===== src/rtl/display_arbiter.sv =====
// display_arbiter: four-way round-robin owner arbitration for a shared quad
// seven-segment display. One owner at a time forwards its number (clamped to
// 9999) and dot enables. A contended owner is rotated out after a minimum
// dwell time, and two blank cycles separate consecutive owners.
//
// Handshake: req_i[n] is a level. It is held high for as long as requester n
// wants the display. gnt_o[n] high means requester n's slice is being shown.
// Dropping req_i[n] while granted releases the display. No per-transfer
// valid/ready exchange takes place.
module display_arbiter #(
    parameter int CLOCK_FREQ_HZ = 100_000_000,
    parameter int DWELL_MS      = 500
) (
    input  logic        clk_i,
    input  logic        rst_ni,
    input  logic [3:0]  req_i,
    input  logic [55:0] num_i,
    input  logic [15:0] dots_i,
    output logic [3:0]  gnt_o,
    output logic        disp_en_o,
    output logic [13:0] disp_num_o,
    output logic [3:0]  dot_en_o,
    output logic [1:0]  state_dbg
);

    // The dwell length must be at least 2 cycles so that the counter has at
    // least one bit.
    localparam int DWELL_CYCLES = (CLOCK_FREQ_HZ / 1000) * DWELL_MS;
    localparam int DW           = $clog2(DWELL_CYCLES);
    localparam logic [DW-1:0] DWELL_MAX = DW'(DWELL_CYCLES - 1);
    localparam logic [13:0]   NUM_MAX   = 14'd9999;

    typedef enum logic [1:0] {
        IDLE   = 2'd0,
        GRANT  = 2'd1,
        SWITCH = 2'd2
    } state_t;

    state_t          state;
    logic [1:0]      owner;
    logic [1:0]      ptr;
    logic [DW-1:0]   dwell;

    logic [1:0]      pick;
    logic [13:0]     pick_num;
    logic [3:0]      pick_dots;
    logic [13:0]     owner_num;
    logic [3:0]      owner_dots;
    logic            owner_req;
    logic            other_req;

    // First asserted requester at or above ptr, wrapping 3 -> 0.
    function automatic logic [1:0] rr_pick(input logic [3:0] req, input logic [1:0] base);
        logic [1:0] idx;
        logic       found;
        rr_pick = base;
        found   = 1'b0;
        for (int i = 0; i < 4; i++) begin
            idx = base + 2'(i);
            if (!found && req[idx]) begin
                rr_pick = idx;
                found   = 1'b1;
            end
        end
    endfunction

    // Clamp a 14-bit value to the four-digit display range.
    function automatic logic [13:0] clamp(input logic [13:0] v);
        clamp = (v > NUM_MAX) ? NUM_MAX : v;
    endfunction

    // Candidate owner in IDLE, and the current owner's slices in GRANT.
    always_comb begin
        pick       = rr_pick(req_i, ptr);
        pick_num   = clamp(num_i[int'(pick) * 14 +: 14]);
        pick_dots  = dots_i[int'(pick) * 4 +: 4];
        owner_num  = clamp(num_i[int'(owner) * 14 +: 14]);
        owner_dots = dots_i[int'(owner) * 4 +: 4];
        owner_req  = req_i[owner];
        other_req  = |(req_i & ~(4'b0001 << owner));
    end

    assign state_dbg = state;

    // Arbitration FSM with registered grant and display outputs.
    always_ff @(posedge clk_i or negedge rst_ni) begin
        if (!rst_ni) begin
            state      <= IDLE;
            owner      <= 2'd0;
            ptr        <= 2'd0;
            dwell      <= '0;
            gnt_o      <= 4'b0000;
            disp_en_o  <= 1'b0;
            disp_num_o <= 14'd0;
            dot_en_o   <= 4'b0000;
        end else begin
            case (state)
                IDLE: begin
                    if (req_i != 4'b0000) begin
                        state      <= GRANT;
                        owner      <= pick;
                        dwell      <= '0;
                        gnt_o      <= 4'b0001 << pick;
                        disp_en_o  <= 1'b1;
                        disp_num_o <= pick_num;
                        dot_en_o   <= pick_dots;
                    end
                end
                GRANT: begin
                    if (dwell != DWELL_MAX) begin
                        dwell <= dwell + 1'b1;
                    end
                    // Release wins over preemption; both lead to SWITCH.
                    if (!owner_req || (dwell == DWELL_MAX && other_req)) begin
                        state     <= SWITCH;
                        ptr       <= owner + 2'd1;
                        gnt_o     <= 4'b0000;
                        disp_en_o <= 1'b0;
                    end else begin
                        disp_num_o <= owner_num;
                        dot_en_o   <= owner_dots;
                    end
                end
                SWITCH: begin
                    // Requests are not looked at here; the next IDLE cycle decides.
                    state <= IDLE;
                end
                default: begin
                    state     <= IDLE;
                    gnt_o     <= 4'b0000;
                    disp_en_o <= 1'b0;
                end
            endcase
        end
    end

endmodule


===== config.mk =====
export PLATFORM = sky130hd
export DESIGN_NAME = display_arbiter
export DESIGN_NICKNAME = d
export VERILOG_FILES = /design/src/rtl/display_arbiter.sv
export SDC_FILE = /design/constraint.sdc
export NUM_CORES = 1
export LEC_CHECK = 0
export BUFFER_PORTS_ARGS = -buffer_cell sky130_fd_sc_hd__buf_2
export CORE_MARGIN = 3
export CORE_UTILIZATION = 45
export CTS_BUF_LIST = sky130_fd_sc_hd__clkbuf_16
export DETAILED_ROUTE_END_ITERATION = 6
export MAX_ROUTING_LAYER = met4
export PLACE_DENSITY_LB_ADDON = 0.3
export SLEW_MARGIN = 5
export SYNTH_ARGS = -nofsm -noshare
export SYNTH_HDL_FRONTEND = slang
export SYNTH_SLANG_ARGS = --single-unit

===== constraint.sdc =====
create_clock -name clk_i -period 4.5 [get_ports clk_i]
set_input_delay 0.225 -clock clk_i [delete_from_list [all_inputs] [get_ports clk_i]]
set_output_delay 0.225 -clock clk_i [all_outputs]
set_load 0.01 [all_outputs]

* After elaboration in Yosys (flattened, before gate mapping) *
Cells that the tools add are included.

storage, ports and cells
  flip-flop bits (word level) = 55
  bits in latches = 0
  memory bits (writable) = 0
  ROM bits = 0
  input port bits = 78
  word-level logic and storage cells = 94
  memories = 0

operators by class
  add/subtract/negate cells = 5
  multipliers = 2
  divide/modulo/power cells = 0
  order comparisons = 7
  equality and inequality tests = 8
  shift operators = 6
  muxes and demuxes = 36
  bitwise gates (word level) = 3
  reductions and logical operators = 19

operator list
  kind                   count
  $shiftx 56x7->14       2
  $mux 14                4
  $mux 26                2
  $pmux 26 s2            1
  $shiftx 16x5->4        2
  $gt 14x14->1 const B   2
  $pmux 14 s2            1
  $add 26x1->26 const B  1
  $eq 26x26->1 const B   1
  $ne 26x26->1 const B   1
  $mux 4                 4
  $lt 2x3->1 const B     5
  $pmux 4 s3             1
  $bmux 1 s2             5
  $mul 2x3->5 const B    2
  $mux 1                 10
  $mux 2                 5
  $reduce_and 3->1       3
  $ne 2x2->1 const B     4
  $pmux 4 s2             1
  $shl 1x2->4 const A    2
  $reduce_and 2->1       3
  $add 2x1->2 const B    2
  $add 2x2->2 const B    2
  14 further kinds       20

* Longest topological paths before layout *
Gate-level depths: netlist of run 1.

  depth in word-level cells = 18
  gate-level depth with buffers = 14
  depth with buffers taken out = 11

* Worst setup path after synthesis of run 1 *
No wires, ideal clock.

  kind = register -> register
  start point = register owner[0]
  end point = register disp_num_o[8]
  library setup time = 0.064 ns
  arrival time = 2.332 ns
  setup slack = 2.104 ns
  cell stages (with the launch flop) = 15
  path buffers = 3
  cells stage by stage = dfrtp_1 -> buf_4 -> buf_4 -> inv_1 -> ha_1 -> inv_1 -> a221o_1 -> a21bo_1 -> nor2_1 -> nor2_4 -> inv_2 -> buf_2 -> o21ai_0 -> a31oi_1 -> a21o_1

on the way
  longest elaborated chain between the ends = 8

ends and longest elaborated chain
  element                                                               RTL line  text
  from (decl)                                                           40        logic [1:0] owner;
  from (signal assigned)                                                101       owner <= pick;
  parallel branches: the longest is 8 deep, another holds $gt 14x14->1  --
  to (signal assigned)                                                  105       disp_num_o <= pick_num;
  to (signal assigned)                                                  120       disp_num_o <= owner_num;
  to (decl)                                                             21        output logic [13:0] disp_num_o,

Several ways; the timed one is not identified. The select of a mux whose other input is x is not followed.
A chain may end at the register's enable or synchronous reset.

* Worst setup path in the final report of run 1 *
  start point = register ptr[1]
  end point = register disp_num_o[4]

on the way
  longest elaborated chain between the ends = 18

ends and longest elaborated chain
  element                                                               RTL line  text
  from (decl)                                                           41        logic [1:0] ptr;
  from (signal assigned)                                                116       ptr <= owner + 2'd1;
  parallel branches: the longest is 11 deep, another holds $add 2x1->2  --
  $mux 2 *                                                              60        if (!found && req[idx]) begin
  $mul 2x3->5 *                                                         75        pick_num = clamp(num_i[int'(pick) * 14 +: 14]);
  $shiftx 56x7->14 *                                                    75
  $gt 14x14->1                                                          69        clamp = (v > NUM_MAX) ? NUM_MAX : v;
  $mux 14 *                                                             69
  $mux 14 *                                                             99        if (req_i != 4'b0000) begin
  $pmux 14 s2 *                                                         97        case (state)

Every way passes the cells marked *. The select of a mux whose other input is x is not followed.

==> reports/metrics.yaml, run 1 <==
floorplanning:
  io_pins: 103
  placeableCoreArea_mm2: 0.007968
  die_w_um: 97.91
  die_area_mm2: 0.009585
  rows: 32
  die_h_um: 97.91
  initial_core_util_pct: 47.71
global_routing:
  gr-total-overflow: 0
  antenna_found_initial: 0
  first_global_vias: 3513
  grt_pass1_wl_mm: 16.57
  grt_max_degree: 56
  groute.usage.overall_pct: 21.50
power_and_ir_drop:
  p_leak_nw: 2.072
  cellPowerDensity_mw_per_mm2: 594.5
  peakVddDrop_mv: 0.3012
synth:
  synth_common_cells: "nand2_1 (83), dfrtp_1 (55), a21oi_1 (32)"
  muxShareOfSynthArea_pct: 11.72
  ys_ff_latch: 55
  synthTopCellsByArea: "dfrtp_1 (36%), mux4_2 (8.9%), nand2_1 (8.2%)"
  synth-simple-area-share_pct: 23.77
  synth_warnings: 0
  syn_nets: 499
  yosys.area.top_type: "dfrtp_1"
  synth_top_family_by_area: "simple AND/OR/NAND/NOR gates"
  synthFlopType: "dfrtp_1"
  synthAdderAreaFrac_pct: 1.646
  synth_area_mm2: 0.003801
  synthCells: 416
  synth_compound_area_share_pct: 17.91
  synth_edf_count: 0
  netlist.area_leader.share_pct: 36.21
  synth.most_common_cell: "nand2_1"
  async_reset_ff_share_pct: 100.0
  yosysUniqueCellTypes: 63
  postSynthAreaPerCell_um2: 9.137
  yosysSeqAreaShare_pct: 36.21
  synth_xor_xnor_area_share_pct: 3.687
drt:
  vias_per_cell: 5.775
  drt_pass1_iterations: 4
  postRouteAntennaNets: 0
  drt_iter0_markers: 186
  drc: 0
  route.final.wire_length_mm: 10.02
  avgRoutedWirePerCell_um: 16.38
  via_count: 3534
clock_network:
  clk_latency_ns: 0.29
  cts-htree-levels: 2
  clockRootBuffer: "clkbuf_16"
  cts_tree: "yes"
  cts_buffers: 5
  clock_sinks: 55
  post_cts_resized: 0
  cts_max_path_buffers: 2
  path_clk_slew_ns: 0.08
  ctsHoldBuffers: 0
  postCtsSetupRepairBufs: 0
cells_and_area:
  num-fill-cells: 728
  drive_above_1_share_pct: 32.35
  antenna_cells: 0
  areaGrowthSynthToFinish_pct: 18.63
  nNetsFinal: 592
critical_path:
  worstPathRequired_ns: 4.70
  cp.arrival_ns: 3.26
  crit_type: "reg -> reg"
  cp-start-kind: "register"
  worstReg2RegStart: "ptr[1]$_DFFE_PN0P_"
  end_kind: "register"
  path_max_fanout: 20
  critPathLaunch: "ptr[1]$_DFFE_PN0P_"
sta:
  skew_ns: 0.009740
  fin_crit_sh_pct: 67.96
  worst_slew_pin_slew_ns: 0.9057
  fin_crit_ns: 3.058
  fin_setup_tns_ns: 0
  maxSlewHeadroom_pct: 39.62
  setup_violations: 0
  fin_hold_ws_ns: 0.04269
  drv_slew: 0
  final_hold_viol_count: 0
  fmaxAchievable_ghz: 0.3270
  rsz0062_at_grt: "no"
run_status:
  status: "finished clean"
placed_design:
  place_hpwl_mm: 7.612
  io_buffer_count: 102
  routabilityCongestion: 0.8508
worst_hold_path:
  hold_class: "in -> async"
flow_run:
  maxCapViolations: 0
path summary, 6_finish.rpt:
path / cells past startpoint / slack (ns) / to
setup / recovery: 9 / 1.44 / disp_num_o[4]$_DFFE_PN0P_
hold / removal: 2 / 0.04 / dwell[9]$_DFFE_PN0P_
setup reg to reg: 9 / 1.44 / disp_num_o[4]$_DFFE_PN0P_
hold reg to reg: 2 / 0.48 / dot_en_o[3]$_DFFE_PN0P_
max in group asynchronous: 2 / 3.98 / disp_num_o[1]$_DFFE_PN0P_
min in group clk_i: 5 / 0.35 / disp_num_o[2]$_DFFE_PN0P_
logic make-up after synthesis:
kind of cell               Yosys count
buffers and inverters               38
DFF                                 55
AOI/OAI and AO/OA                  101
adders and majority gates            5
and+or+nand+nor                    176
xor gates and xnor gates            16
muxes                               25
flip-flops by register name (all words and copies together), names as in the netlist:
register,count
ptr,2
disp_num_o,14
gnt_o,4
dot_en_o,4
owner,2
dwell,26
state_dbg,2
disp_en_o,1
worst max-delay path, stage by stage, from the launching register on:
cell      delay (ns)
dfrtp_1         0.46
nor3_1          0.34
nor4_4          0.11
nor2b_2         0.54
buf_4           0.35
o221ai_1        0.16
a22oi_1         0.31
o21ai_1         0.17
or2_4           0.33
o221ai_2        0.18
report_power, final:
part	internal [mW]	switching [mW]	total [mW]
registers	0.634	0.164	0.798
logic	0.622	0.872	1.49
clock network	0.208	0.181	0.390
total	1.46	1.22	2.68
per-stage QoR:
| step | setup WS, ns | utilization (%) | power, mW | cells | area (µm²) |
|---|---|---|---|---|---|
| finish | 1.442 | 56.60 | 2.681 | 612 | 4509 |
| global route | 1.099 | 56.60 | 2.883 | 612 | 4509 |
| floorplan | 2.104 | - | 1.900 | 416 | 3801 |
| global placement | 1.583 | 54.71 | 2.249 | 604 | 4359 |
| detailed placement | 1.458 | 54.71 | 2.288 | 604 | 4359 |
| CTS | 1.426 | 56.60 | 2.683 | 612 | 4509 |
layer usage:
metal	routed length, µm	track usage [%]	up-vias
met3	663	4.143	18
met4	199	7.135	0
li1	-	-	1694
met5	0	-	-
met1	4259	26.64	1684
met2	4900	35.39	138
area by class of cell:
| class | instances | area (µm²) | share of cell area (%) |
|---|---|---|---|
| Clock buffer | 5 | 125.1 | 2.775 |
| Clock inverter | 3 | 25.02 | 0.5549 |
| Inverter | 16 | 60.06 | 1.332 |
| Multi-Input combinational cell | 323 | 2240 | 49.67 |
| Sequential cell | 55 | 1376 | 30.52 |
| Tap cell | 102 | 127.6 | 2.830 |
| Timing Repair Buffer | 108 | 555.5 | 12.32 |
cells in the final DEF (no fill, tap or decap), types with 3 or more instances in the layout:
cell type	n
buf_2	102
nand3_1	16
mux2i_1	4
nand4_1	8
o21ai_0	22
ha_1	5
buf_4	6
mux4_2	15
xor2_1	15
nor2_1	30
nor3_1	3
inv_1	15
dfrtp_1	55
clkbuf_16	5
or3_1	6
o221ai_1	4
o21ai_1	4
nor4_4	3
o22ai_1	9
mux2_2	6
a21oi_1	32
nand2_1	83
o221ai_2	4
nor2b_1	4
a32o_1	7
Power figures use the tool's default switching activity.
==> run 2: changes to the inputs <==
==> constraint.sdc (replaced) <==
create_clock -name clk_i -period 2.8 [get_ports clk_i]
set_input_delay 0.14 -clock clk_i [delete_from_list [all_inputs] [get_ports clk_i]]
set_output_delay 0.14 -clock clk_i [all_outputs]
set_load 0.01 [all_outputs]
==> run 2 against run 1 <==
Net effect:
- sequential power up 53%
- fmax grew 20%
- global-route usage up 1.3 points
- total power is 66% higher
- critical path type unchanged
- clock skew is 0.0023 ns lower
- critical path depth shrank 1
- die area unchanged
- register-to-register slack worse by 1.2 ns
- design area rose by 1.9%
==> reports/metrics.yaml, run 2 (same netlist as run 1, synthesis figures left out) <==
clock_network:
  clk_latency_ns: 0.30
  cts_tree: "yes"
  clock_sinks: 55
  post_cts_resized: 0
  postCtsSetupRepairBufs: 0
  cts_max_path_buffers: 2
  cts_buffers: 5
  ctsHoldBuffers: 1
  path_clk_slew_ns: 0.07
  cts-htree-levels: 2
  clockRootBuffer: "clkbuf_16"
drt:
  avgRoutedWirePerCell_um: 16.61
  vias_per_cell: 5.814
  drc: 0
  postRouteAntennaNets: 0
  drt_pass1_iterations: 5
  drt_iter0_markers: 190
  via_count: 3616
  route.final.wire_length_mm: 10.33
cells_and_area:
  areaGrowthSynthToFinish_pct: 20.87
  antenna_cells: 0
  fin_area_mm2: 0.004594
  drive_above_1_share_pct: 33.27
  reg.largest.list: "dwell: 26 flops, disp_num_o: 14 flops"
  num-fill-cells: 754
  largest_reg_flops: 26
  layout_common_cells: "buf_2 (102), nand2_1 (83), dfrtp_1 (55)"
  top_register: "dwell"
  nNetsFinal: 602
  final_common_cell: "buf_2"
sta:
  setup_violations: 0
  fin_crit_sh_pct: 90.92
  setup_ws_ns: 0.2543
  maxSlewHeadroom_pct: 63.31
  fin_crit_ns: 2.546
  final_hold_viol_count: 0
  fmaxAchievable_ghz: 0.3928
  skew_ns: 0.007445
  drv_slew: 0
  fin_setup_tns_ns: 0
  worst_slew_pin_slew_ns: 0.5503
  rsz0062_at_grt: "no"
placed_design:
  routabilityCongestion: 0.8999
  dpl_worst_slack_ns: 0.2636
  io_buffer_count: 102
  place_hpwl_mm: 8.066
  placed_area_mm2: 0.004439
global_routing:
  antenna_found_initial: 0
  first_global_vias: 3619
  groute.usage.overall_pct: 22.84
  grt_max_degree: 26
  grt_pass1_wl_mm: 17.56
  gr-total-overflow: 0
power_and_ir_drop:
  peakVddDrop_mv: 0.5409
  p_leak_nw: 2.121
  cellPowerDensity_mw_per_mm2: 965.9
critical_path:
  cp.arrival_ns: 2.76
  cp-start-kind: "register"
  worstPathRequired_ns: 3.01
  path_max_fanout: 14
  crit_type: "reg -> reg"
  end_kind: "register"
  r2r_setup_slack_ns: 0.25
floorplanning:
  initial_core_util_pct: 47.71
  placeableCoreArea_mm2: 0.007968
  die_area_mm2: 0.009585
  die_w_um: 97.91
  die_h_um: 97.91
  io_pins: 103
  rows: 32
run_status:
  status: "finished clean"
flow_run:
  maxCapViolations: 0
worst_hold_path:
  hold_class: "in -> reg"
[run 2: final timing paths]
kind	end	startpoint	depth (start not counted)
min in group asynchronous	dwell[2]$_DFFE_PN0P_	rst_ni	2
max in group asynchronous	disp_num_o[1]$_DFFE_PN0P_	rst_ni	3
max reg2reg	disp_num_o[5]$_DFFE_PN0P_	ptr[1]$_DFFE_PN0P_	8
max	disp_num_o[5]$_DFFE_PN0P_	ptr[1]$_DFFE_PN0P_	8
min	disp_num_o[3]$_DFFE_PN0P_	num_i[17]	5
min reg2reg	dot_en_o[3]$_DFFE_PN0P_	dot_en_o[3]$_DFFE_PN0P_	2
[run 2: worst max-delay path, cell delays in order, from the launching register on]
cell	delay (ns)
dfrtp_1	0.45
nor3_1	0.34
nor4_4	0.10
nor2b_2	0.42
o221ai_1	0.21
a22oi_1	0.26
o21ai_1	0.18
or2_4	0.34
o221ai_2	0.15
[run 2: cell type report]
class	count	area [µm²]	share of cell area [%]
clock buffers	5	125.1	2.723
clock inverters	3	20.02	0.4357
inverters	16	60.06	1.307
multi-input cells	323	2240	48.75
flip-flops and latches	55	1376	29.96
well taps	102	127.6	2.778
repair buffers	118	645.6	14.05
[run 2: stage by stage]
stage / hold WS, ns / total power [mW] / std cells / util [%]
3_5_place_dp: 0.1660 / 3.820 / 613 / 55.72
5_1_grt: 0.2820 / 4.785 / 622 / 57.66
6_report: 0.2520 / 4.438 / 622 / 57.66
4_1_cts: 0.2346 / 4.448 / 622 / 57.66
2_1_floorplan: -0.1556 / 3.054 / 416 / -
3_3_place_gp: 0.1627 / 3.760 / 613 / 55.72
[run 2: power by group]
| part | switching, mW | total, mW | internal (mW) |
|---|---|---|---|
| clock network | 0.287 | 0.618 | 0.330 |
| logic | 1.50 | 2.60 | 1.09 |
| registers | 0.203 | 1.22 | 1.02 |
| total | 1.99 | 4.44 | 2.44 |
[run 2: metal layers]
layer	track usage [%]	vias up	wire length, µm
met5	-	-	0
met3	3.571	18	640
met1	29.23	1734	4362
li1	-	1712	-
met4	6.283	0	149
met2	37.80	152	5178
